===== config.mk =====
export PLATFORM = sky130hd
export DESIGN_NAME = array_arbiter
export DESIGN_NICKNAME = d
export VERILOG_FILES = /design/src/rtl/array_arbiter.sv
export SDC_FILE = /design/constraint.sdc
export NUM_CORES = 1
export LEC_CHECK = 0
export ABC_AREA = 0
export CAP_MARGIN = 40
export CORE_MARGIN = 5
export CORE_UTILIZATION = 36
export DETAILED_ROUTE_END_ITERATION = 7
export PLACE_DENSITY = 0.94
export SLEW_MARGIN = 10
export SYNTH_ARGS = -nofsm -noshare
export SYNTH_HDL_FRONTEND = slang
export SYNTH_SLANG_ARGS = --single-unit

===== constraint.sdc =====
create_clock -name i_clk -period 4.1 [get_ports i_clk]
set_input_delay 1.025 -clock i_clk [delete_from_list [all_inputs] [get_ports i_clk]]
set_output_delay 1.025 -clock i_clk [all_outputs]
set_load 0.02 [all_outputs]

===== src/rtl/array_arbiter.sv =====
// Two-requester round-robin front end for a single-port synchronous array.
// Reads return through a per-requester response register held until consumed.
module array_arbiter #(
  parameter int AN = 8,
  parameter int DN = 8
) (
  input  logic          i_clk,
  input  logic          i_nrst,

  input  logic          i_req0_valid,
  output logic          o_req0_ready,
  input  logic          i_req0_we,
  input  logic [AN-1:0] i_req0_addr,
  input  logic [DN-1:0] i_req0_wdata,
  output logic          o_resp0_valid,
  input  logic          i_resp0_ready,
  output logic [DN-1:0] o_resp0_data,

  input  logic          i_req1_valid,
  output logic          o_req1_ready,
  input  logic          i_req1_we,
  input  logic [AN-1:0] i_req1_addr,
  input  logic [DN-1:0] i_req1_wdata,
  output logic          o_resp1_valid,
  input  logic          i_resp1_ready,
  output logic [DN-1:0] o_resp1_data,

  output logic          o_mem_en,
  output logic          o_mem_we,
  output logic [AN-1:0] o_mem_addr,
  output logic [DN-1:0] o_mem_wdata,
  input  logic [DN-1:0] i_mem_rdata
);

  logic          r_lastGrant;
  logic          r_rdPend;
  logic          r_rdId;
  logic          r_resp0Valid;
  logic [DN-1:0] r_resp0Data;
  logic          r_resp1Valid;
  logic [DN-1:0] r_resp1Data;

  logic          w_busy0;
  logic          w_busy1;
  logic          w_elig0;
  logic          w_elig1;
  logic          w_grant0;
  logic          w_grant1;
  logic          w_readGrant;
  logic          w_capture0;
  logic          w_capture1;

  // A read is held back while its own read is in flight or its response
  // slot is still occupied and not being drained this cycle.
  always_comb begin
    w_busy0 = r_rdPend && !r_rdId;
    w_busy1 = r_rdPend &&  r_rdId;
    w_elig0 = i_nrst && i_req0_valid &&
              (i_req0_we || (!w_busy0 && (!r_resp0Valid || i_resp0_ready)));
    w_elig1 = i_nrst && i_req1_valid &&
              (i_req1_we || (!w_busy1 && (!r_resp1Valid || i_resp1_ready)));
    w_grant0 = w_elig0 && (!w_elig1 ||  r_lastGrant);
    w_grant1 = w_elig1 && (!w_elig0 || !r_lastGrant);
    w_readGrant = (w_grant0 && !i_req0_we) || (w_grant1 && !i_req1_we);
    w_capture0 = r_rdPend && !r_rdId;
    w_capture1 = r_rdPend &&  r_rdId;
  end

  always_comb begin
    o_req0_ready = w_grant0;
    o_req1_ready = w_grant1;
    o_mem_en     = w_grant0 || w_grant1;
    o_mem_we     = 1'b0;
    o_mem_addr   = i_req0_addr;
    o_mem_wdata  = i_req0_wdata;
    if (w_grant1) begin
      o_mem_we    = i_req1_we;
      o_mem_addr  = i_req1_addr;
      o_mem_wdata = i_req1_wdata;
    end else if (w_grant0) begin
      o_mem_we    = i_req0_we;
    end
  end

  always_ff @(posedge i_clk) begin
    if (!i_nrst) begin
      r_lastGrant  <= 1'b1;
      r_rdPend     <= 1'b0;
      r_rdId       <= 1'b0;
      r_resp0Valid <= 1'b0;
      r_resp0Data  <= '0;
      r_resp1Valid <= 1'b0;
      r_resp1Data  <= '0;
    end else begin
      if (w_grant0 || w_grant1) begin
        r_lastGrant <= w_grant1;
      end
      r_rdPend <= w_readGrant;
      if (w_readGrant) begin
        r_rdId <= w_grant1;
      end
      // A fresh capture wins over the consume that would otherwise clear valid.
      if (w_capture0) begin
        r_resp0Valid <= 1'b1;
        r_resp0Data  <= i_mem_rdata;
      end else if (r_resp0Valid && i_resp0_ready) begin
        r_resp0Valid <= 1'b0;
      end
      if (w_capture1) begin
        r_resp1Valid <= 1'b1;
        r_resp1Data  <= i_mem_rdata;
      end else if (r_resp1Valid && i_resp1_ready) begin
        r_resp1Valid <= 1'b0;
      end
    end
  end

  assign o_resp0_valid = r_resp0Valid;
  assign o_resp0_data  = r_resp0Data;
  assign o_resp1_valid = r_resp1Valid;
  assign o_resp1_data  = r_resp1Data;

endmodule


==> run metrics <==
CP max FO=18; Max H-tree Level=1; drt pass-1 iters=4; mux cell area share after synthesis=18.6%; share of layout cells above drive strength 1=between 10 and 15%; area leader, netlist=dfxtp_1; Post-CTS Setup Bufs=0; yosys warns=0; arrival time at the worst endpoint=between 2 and 3 ns; fin crit share=~96%; most common cell in the netlist=nand2_1; Worst R2R Setup Slack=2.56 ns; Cell Pwr Density=234 mW/mm²; maxcap violations=0; sequential fraction of the synthesis area=37.3%; DRT antenna net count=0; Final nets=259; WL/cell=13.6 µm; DP HPWL=2920 µm; All-Layer GR Usage=roughly 16%; Die Wd=roughly 66 µm; Synth Area in Simple Gates=between 20% and 30%; Die Area=0.00435 mm²; Slew Viols, Final=0; # setup viols final=0; Post-route DRC=0; main combinational cell family by area after synthesis=simple AND/OR/NAND/NOR gates; # rows=20; Post-synth EDFFs=0; maximum clock frequency=approximately 260 MHz; Vias/cell=4.57; status=completed; critical path startpoint category=input port; area grow syn2layout=81.8%; Crit. End Element=output pin; total power=around 0.48 mW; Yosys cell types=25; synth top area cells=dfxtp_1 37%, nand2_1 12%, a21boi_0 11%; top-area cell type share of the netlist area=37.3%; first-pass GRT wire length=5310 µm; Worst Skew=0.00309 ns; Synth Area in XOR/XNOR=0%; I/O Buffers=85; post-synth net total=170; CTS Hold Bufs=0; Synth Area in Adders=0%; fin crit period=3.92 ns; most frequent cells after synthesis=35 x nand2_1, 21 x dfxtp_1, 17 x a21boi_0; Crit path top cell by count=nand2b_1; Slew HR=69.4%; Vias=1162; worst slew pin tran=around 0.45 ns; RSZ-0062 raised after global routing=no; FF+latch count, synth=21; maximum clock insertion buffer count=2; final WL=3460 µm; crit path kind=in2out; WP data required=3.07 ns; largest net degree at the start of global routing=19; Reg clk slew, reported paths=between 0.1 and 0.15 ns; P_leak=0.810 nW; peak supply drop=0.000255 V; clock sinks=21; Hold Path Class=reg2reg; Initial Util=37.2%; root buf cell=clkbuf_4; Critical-path top delay cell=clkdlybuf4s50_1; CTS tree=done; core area=roughly 0.0030 mm²; num ports=86; Cells after Synth=122; vias in the first global route=1187; CP peak stage delay=0.44 ns; initial DRC count=32; GRT Residual Overflow=0; antenna fix cells=0; Bufs and invs on worst path=3; delay-heaviest family, CP=buffers and inverters; Die H=approximately 66 µm; final hold vios=0; Setup TNS Final=0 ns; initial antenna violation count=0; Synth Area in Compound Gates=17.8%; CTS Buf Count=3; Critical Path, Cell by Cell=clkdlybuf4s50_1, nand2b_1, a21oi_1, nand2b_1, nor2_4, buf_12, mux2_2, dlygate4sd2_1; routability cong.=0.802; Clk Latency, worst-skew pair=around 0.30 ns; asr flop ratio synth=0%; main flop type after synthesis=dfxtp_1; Post-Syn Area per Cell=9.24 µm²; Syn Std Cell Area=0.00113 mm²
==> per-layer routing <==
metal	GRT usage (%)	share of wire [%]
met1	16.9	35
met2	30.2	59
met3	4.42	5.3
met4	2.79	0.98
met5	0	0
==> layout by cell type (no fill, tap or decap), drive strengths merged, types with 4 or more instances in the layout <==
cell,synthesis,routed
clkbuf,4,4
dfxtp,21,21
dlygate4sd2,0,15
nand2b,5,5
nand2,36,36
a21boi,17,17
clkdlybuf4s50,0,68
buf,2,5
mux2,16,16
==> flip-flops by register name, summed over array words and instances (netlist names) <==
register and cells:
r_rdPend 1, o_resp1_valid 1, r_rdId 1, o_resp0_data 8, o_resp0_valid 1, o_resp1_data 8
r_lastGrant 1
==> per-stage QoR <==
step	hold slack (ns)	setup slack (ns)	utilization, %	instances	area, µm²
floorplan	0.464	0.858	-	122	1130
global placement	0.450	0.0229	67.3	250	2040
detailed placement	0.455	-0.0367	67.3	250	2040
CTS	0.470	0.00136	67.5	254	2040
global route	0.492	0.0983	67.7	254	2050
finish	0.466	0.184	67.7	254	2050
==> kinds of logic (layout without fill, tap and decap cells) <==
family | count (synthesis) | in the layout
AO/OA/AOI/OAI | 26 | 26
buffers and inverters | 9 | 97
multiplexers | 16 | 16
AND/OR/NAND/NOR | 50 | 50
flip-flops | 21 | 21
==> report_power, final <==
group	switching, mW	leakage, nW	internal [mW]
logic	0.0697	0.624	0.0967
clock network	0.0586	0.0150	0.0379
registers	0.00496	0.171	0.212
==> worst paths after layout <==
check / from / to / cells past startpoint
max: i_resp1_ready / o_mem_wdata[4] / 8
min: o_resp1_data[6]$_SDFFE_PN0N_ / o_resp1_data[6]$_SDFFE_PN0N_ / 2
max reg2reg: r_rdPend$_SDFF_PN0_ / r_rdId$_SDFFE_PN0P_ / 6
min reg2reg: o_resp1_data[6]$_SDFFE_PN0N_ / o_resp1_data[6]$_SDFFE_PN0N_ / 2
==> cell type report <==
type | count | area, µm²
tap | 44 | 55.1
fill | 244 | 978
sequential | 21 | 420
multi-input combinational | 92 | 649
clock buffer | 4 | 26.3
inverter | 3 | 11.3
timing repair buffer | 90 | 887
==> repair_timing <==
item | 4_1_cts | 5_1_grt
endpoints found under the hold margin | 0 | 0
endpoints found under the setup margin | 15 | 2
gates resized for setup | 15 | 2
pin swaps | 0 | 0
==> worst reg2reg max path: stages (launching register included) <==
cell and delay (ns):
dfxtp_1 0.37, nand2_2 0.21, a21oi_1 0.12, o311ai_0 0.42, buf_4 0.20, o31ai_1 0.06
a21oi_1 0.11
Note: power is estimated with default switching activity, not from simulation.
